`config.mk`:
```
export PLATFORM = sky130hd
export DESIGN_NAME = kairo_apb_arb
export DESIGN_NICKNAME = d
export VERILOG_FILES = /design/src/rtl/kairo_apb_arb.sv
export SDC_FILE = /design/constraint.sdc
export NUM_CORES = 1
export LEC_CHECK = 0
export CORE_AREA = 2 2 172 174
export CTS_CLUSTER_SIZE = 40
export DETAILED_ROUTE_END_ITERATION = 6
export DIE_AREA = 0 0 174 176
export SETUP_SLACK_MARGIN = 0.5
export SYNTH_ARGS = -nofsm -noshare
export SYNTH_HDL_FRONTEND = slang
export SYNTH_SLANG_ARGS = --single-unit
```
`constraint.sdc`:
```
create_clock -name CLK -period 7.65 [get_ports CLK]
set_clock_uncertainty 0.2 [all_clocks]
set_input_delay 1.1475 -clock CLK [delete_from_list [all_inputs] [get_ports CLK]]
set_output_delay 1.1475 -clock CLK [all_outputs]
set_load 0.02 [all_outputs]
```
`src/rtl/kairo_apb_arb.sv`:
```
// Three-requester arbiter onto one VALID/READY APB-style bus: round-robin (or S0-priority)
// grant held until completion, with a BUSY timeout that forces an error completion.
module kairo_apb_arb #(
  parameter int unsigned TIMEOUT_CYCLES = 1024,
  parameter logic [31:0] ERR_RDATA      = 32'hDEAD_BEEF,
  parameter bit          PRIO_S0        = 1'b0
) (
  input  logic        CLK,
  input  logic        RST_N,
  input  logic        S0_APB_VALID,
  input  logic [3:0]  S0_APB_WSTB,
  input  logic [31:0] S0_APB_ADDR,
  input  logic [31:0] S0_APB_WDATA,
  output logic        S0_APB_READY,
  output logic [31:0] S0_APB_RDATA,
  input  logic        S1_APB_VALID,
  input  logic [3:0]  S1_APB_WSTB,
  input  logic [31:0] S1_APB_ADDR,
  input  logic [31:0] S1_APB_WDATA,
  output logic        S1_APB_READY,
  output logic [31:0] S1_APB_RDATA,
  input  logic        S2_APB_VALID,
  input  logic [3:0]  S2_APB_WSTB,
  input  logic [31:0] S2_APB_ADDR,
  input  logic [31:0] S2_APB_WDATA,
  output logic        S2_APB_READY,
  output logic [31:0] S2_APB_RDATA,
  output logic        M_APB_VALID,
  output logic [3:0]  M_APB_WSTB,
  output logic [31:0] M_APB_ADDR,
  output logic [31:0] M_APB_WDATA,
  input  logic        M_APB_READY,
  input  logic [31:0] M_APB_RDATA,
  output logic        TIMEOUT_ERR,
  output logic [31:0] ERR_ADDR
);

  localparam int unsigned   TW     = $clog2(TIMEOUT_CYCLES) + 1;
  localparam logic [TW-1:0] T_LAST = (TIMEOUT_CYCLES > 0) ? TW'(TIMEOUT_CYCLES - 1) : '0;

  typedef enum logic {IDLE, BUSY} state_t;

  state_t        state, state_nxt;
  logic [1:0]    gnt, gnt_nxt, last, last_nxt, win;
  logic [TW-1:0] tcnt, tcnt_nxt;
  logic [31:0]   err_addr, err_addr_nxt;

  logic [2:0]  req;
  logic        busy, sel_valid, tmo, m_valid, done, resp;
  logic [3:0]  sel_wstb;
  logic [31:0] sel_addr, sel_wdata, resp_data;

  assign req  = {S2_APB_VALID, S1_APB_VALID, S0_APB_VALID};
  assign busy = (state == BUSY);

  // NOTE: every always_comb output gets a default first so no path can infer a latch.
  always_comb begin
    sel_valid = S0_APB_VALID;
    sel_wstb  = S0_APB_WSTB;
    sel_addr  = S0_APB_ADDR;
    sel_wdata = S0_APB_WDATA;
    case (gnt)
      2'd1: begin
        sel_valid = S1_APB_VALID;
        sel_wstb  = S1_APB_WSTB;
        sel_addr  = S1_APB_ADDR;
        sel_wdata = S1_APB_WDATA;
      end
      2'd2: begin
        sel_valid = S2_APB_VALID;
        sel_wstb  = S2_APB_WSTB;
        sel_addr  = S2_APB_ADDR;
        sel_wdata = S2_APB_WDATA;
      end
      default: begin
      end
    endcase
  end

  // Search starts just after the last completed requester; only meaningful when |req.
  always_comb begin
    win = 2'd0;
    if (PRIO_S0 && req[0]) begin
      win = 2'd0;
    end else if (PRIO_S0) begin
      if (last == 2'd1) win = req[2] ? 2'd2 : 2'd1;
      else              win = req[1] ? 2'd1 : 2'd2;
    end else begin
      case (last)
        2'd0:    win = req[1] ? 2'd1 : (req[2] ? 2'd2 : 2'd0);
        2'd1:    win = req[2] ? 2'd2 : (req[0] ? 2'd0 : 2'd1);
        default: win = req[0] ? 2'd0 : (req[1] ? 2'd1 : 2'd2);
      endcase
    end
  end

  // A READY arriving in the timeout cycle takes precedence over the forced error.
  assign tmo       = (TIMEOUT_CYCLES > 0) && busy && sel_valid && !M_APB_READY && (tcnt == T_LAST);
  assign m_valid   = busy && sel_valid && !tmo;
  assign done      = m_valid && M_APB_READY;
  assign resp      = done || tmo;
  assign resp_data = done ? M_APB_RDATA : ERR_RDATA;

  assign M_APB_VALID  = m_valid;
  assign M_APB_WSTB   = busy ? sel_wstb  : 4'd0;
  assign M_APB_ADDR   = busy ? sel_addr  : 32'd0;
  assign M_APB_WDATA  = busy ? sel_wdata : 32'd0;
  assign S0_APB_READY = resp && (gnt == 2'd0);
  assign S1_APB_READY = resp && (gnt == 2'd1);
  assign S2_APB_READY = resp && (gnt == 2'd2);
  assign S0_APB_RDATA = S0_APB_READY ? resp_data : 32'd0;
  assign S1_APB_RDATA = S1_APB_READY ? resp_data : 32'd0;
  assign S2_APB_RDATA = S2_APB_READY ? resp_data : 32'd0;
  assign TIMEOUT_ERR  = tmo;
  assign ERR_ADDR     = err_addr;

  always_comb begin
    state_nxt    = state;
    gnt_nxt      = gnt;
    last_nxt     = last;
    tcnt_nxt     = tcnt;
    err_addr_nxt = err_addr;
    case (state)
      IDLE: begin
        tcnt_nxt = '0;
        if (|req) begin
          gnt_nxt   = win;
          state_nxt = BUSY;
        end
      end
      BUSY: begin
        if (!sel_valid) begin
          state_nxt = IDLE;
          tcnt_nxt  = '0;
        end else if (resp) begin
          last_nxt  = gnt;
          state_nxt = IDLE;
          tcnt_nxt  = '0;
          if (tmo) err_addr_nxt = sel_addr;
        end else if (tcnt != '1) begin
          tcnt_nxt = tcnt + 1'b1;
        end
      end
    endcase
  end

  // NOTE: state uses non-blocking assignments; reset is synchronous, sampled on the clock edge.
  always_ff @(posedge CLK) begin
    if (!RST_N) begin
      state    <= IDLE;
      gnt      <= 2'd0;
      last     <= 2'd2;
      tcnt     <= '0;
      err_addr <= 32'd0;
    end else begin
      state    <= state_nxt;
      gnt      <= gnt_nxt;
      last     <= last_nxt;
      tcnt     <= tcnt_nxt;
      err_addr <= err_addr_nxt;
    end
  end

endmodule

```
==> run metrics <==
CP top delay family=buffers and inverters; MaxCap Viol Count=0; ys flop type=dfxtp_1; TritonCTS clock tree=built; Setup CP Type=input pin to output pin; clk sink count=between 40 and 50; core area=28550 µm²; io pins=443; routability congestion estimate=a little under 0.9; Synth Area in Compound Gates=39.87%; Worst Reg-to-Reg Cells=7; layout cells sized above 1=around 3.2%; status=complete, no violations; Die X=about 170 µm; Cell Pwr Density=approximately 130 nW/µm²; RSZ-0062 raised after global routing=no; H-Tree Depth=2; final WL=25380 µm; most common cell after layout, fill and taps aside=clkdlybuf4s50_1; Top Layer Used=met4; worst hold path type=flip-flop to flip-flop; multi-input combinational cell area=roughly 3400 µm²; DR WL met3=2264 µm; routed len/inst=17.85 µm; initial antenna violation count=1; Final Core Density=~33%; Yosys warnings=0; most frequent cells in the layout=clkdlybuf4s50_1 (441), nor2_1 (79), o21a_1 (72); post-synthesis register bit count=48; crit-path cells=clkdlybuf4s50_1 > a22oi_2 > a21oi_2 > nand2_2 > o21a_1 > clkdlybuf4s50_1; Met1 Wirelength=between 9000 and 10000 µm; CP max stage delay=about 740 ps; Worst Setup End Kind=output pin; register area=962.2 µm²; PortBufs=442; routed vias=around 6.6k; Post-synth EDFFs=0; GRT Overall Usage=roughly 16%; clk slew on worst S/H paths=70 ps; nets=1282; Worst Hold Depth=2; Root Driver=clkbuf_16; largest net degree at the start of global routing=73; dpl hpwl=between 15000 and 20000 µm; Post-Synthesis Cell Area=~4700 µm²; post-layout min period=5457 ps; Leakage=roughly 3.2 nW; FMAX=0.1833 GHz; GRT Residual Overflow=0; Gates resized, CTS repair=0; met2 wire length=between 10000 and 15000 µm; fraction of synthesized cell area in xor and xnor cells=less than 1%; worst-skew pair later-pin latency=~290 ps; vias in the first global route=6611; Area growth syn-to-layout=101.4%; sequential area share after synthesis=between 20% and 30%; Worst Tran Pin Value=1214 ps; Die ar.=between 30000 and 40000 µm²; Slew HR=a little under a fifth; Worst Setup Start Kind=input pin; First-pass DRT Iterations=5; first-pass GRT wire length=38140 µm; Slowest-stage cell, CP=nand2_2; Via density=between 4 and 5; asr flop ratio synth=0%; Slew Viols, Final=0; final setup fails=0; Post-CTS Setup Bufs=0; library cell appearing most often on the critical path=clkdlybuf4s50_1; Mean Syn Cell Area=approximately 7.2 µm²; Synth Area in Adders=1.055%; final hold vios=0; crit path max fanout=between 70 and 80; DRC errors left=0; post-synthesis mux area share=less than 1%; First DRT Iteration DRCs=286; WP buf/inv=2; CP Depth=6; crit path DAT=4110 ps; Initial Util=between 10% and 20%; simple-gate portion of the synthesized area=29.39%; setup TNS=0 ps; Die Span Y=about 180 µm; cts bufs inserted=5; post-synth net total=about 900; # rows=between 60 and 70; CTS Buffer Depth=2; ANT nets after route=0; Mapped Cells=655; cts hold-fix bufs=0; Worst EP required=between 6000 and 7000 ps; post-synthesis cell type count=50; crit share post-route=a little under three quarters; fill count=approximately 3.0k; VDD IR max=slightly above 70 µV; main combinational cell family by area after synthesis=compound AO/OA/AOI/OAI gates
[tightest hold or removal path, stage by stage, from the launching register on]
cell and delay, ps:
dfxtp_1 310, o21ai_0 60, a21boi_1 50
[final timing paths]
| check | from | to | slack [ps] |
|---|---|---|---|
| worst max-delay path | S1_APB_VALID | S1_APB_RDATA[2] | 2190 |
| worst min register to register | ERR_ADDR[6] | ERR_ADDR[6] | 270 |
| worst max register to register | gnt[0] | tcnt[2] | 4630 |
| worst min-delay path | ERR_ADDR[6] | ERR_ADDR[6] | 270 |
[power by group]
| group | switching, W | internal, W |
|---|---|---|
| combinational | 0.000377 | 0.000337 |
| clock | 0.000109 | 0.000156 |
| sequential | 0.00000274 | 0.000253 |
[sequential cells by signal (all words and copies together) (netlist names)]
name	flops
ERR_ADDR	32
last	2
busy	1
tcnt	11
gnt	2
[area by class of cell]
class / count / share of cell area (%)
tap: 384 / 5.030
multi-input combinational: 525 / 35.91
antenna: 1 / 0.02620
clock buffer: 5 / 1.310
inverter: 5 / 0.1965
clock inverter: 3 / 0.4847
sequential: 48 / 10.07
timing repair buffer: 451 / 46.97
[metrics by stage]
step                setup slack (ps)  total power (W)  instance area, µm²  hold slack (ps)  cells
finish                          2193         0.001233                9552            271.7   1422
floorplan                       3875        0.0006234                4742            257.9    655
detailed placement              2212        0.0009773                9378            264.9   1413
global route                    1968         0.001307                9549            299.8   1421
global placement                2281        0.0009760                9378            254.9   1413
CTS                             2188         0.001249                9549            274.6   1421
[cell families (layout without fill, tap and decap cells)]
kind of cell	count (synthesis)	after routing
AO/OA/AOI/OAI	264	264
AND/OR/NAND/NOR	252	252
buffers and inverters	82	464
flip-flops	48	48
adder cells (fa/ha/maj)	4	4
multiplexers	4	4
XOR/XNOR	1	1
other	0	1
[synthesized netlist by cell type, types with 2 or more instances]
| cell type | n | share of area, % |
|---|---|---|
| a21oi_1 | 36 | 3.8 |
| nand4_1 | 5 | 0.66 |
| clkbuf_1 | 48 | 3.8 |
| buf_2 | 18 | 1.9 |
| a221oi_1 | 36 | 6.6 |
| o211a_1 | 2 | 0.42 |
| nor3_1 | 5 | 0.53 |
| a22oi_1 | 32 | 5.1 |
| nor2_1 | 79 | 6.3 |
| buf_6 | 7 | 1.7 |
| nor3b_4 | 3 | 1.2 |
| nand4b_1 | 2 | 0.37 |
| ha_1 | 4 | 1.1 |
| a21boi_0 | 3 | 0.47 |
| and2_1 | 33 | 4.4 |
| buf_4 | 3 | 0.47 |
| o21a_1 | 72 | 11 |
| nand2_1 | 11 | 0.87 |
| nand3_1 | 43 | 4.5 |
| nor3b_1 | 37 | 5.9 |
| inv_1 | 4 | 0.32 |
| mux2i_1 | 4 | 0.84 |
| a21boi_1 | 29 | 4.6 |
| and3_1 | 30 | 4.0 |
| dfxtp_1 | 48 | 20 |
| o211ai_1 | 2 | 0.32 |
| o21ai_0 | 36 | 3.8 |
[layer usage]
metal  GRT usage (%)  vias to the layer above
met5               0                        -
met4           5.672                        0
met3           5.189                       34
met2           28.00                      321
met1           17.58                     3074
li1                -                     3201
(Power assumes the default switching activity.)
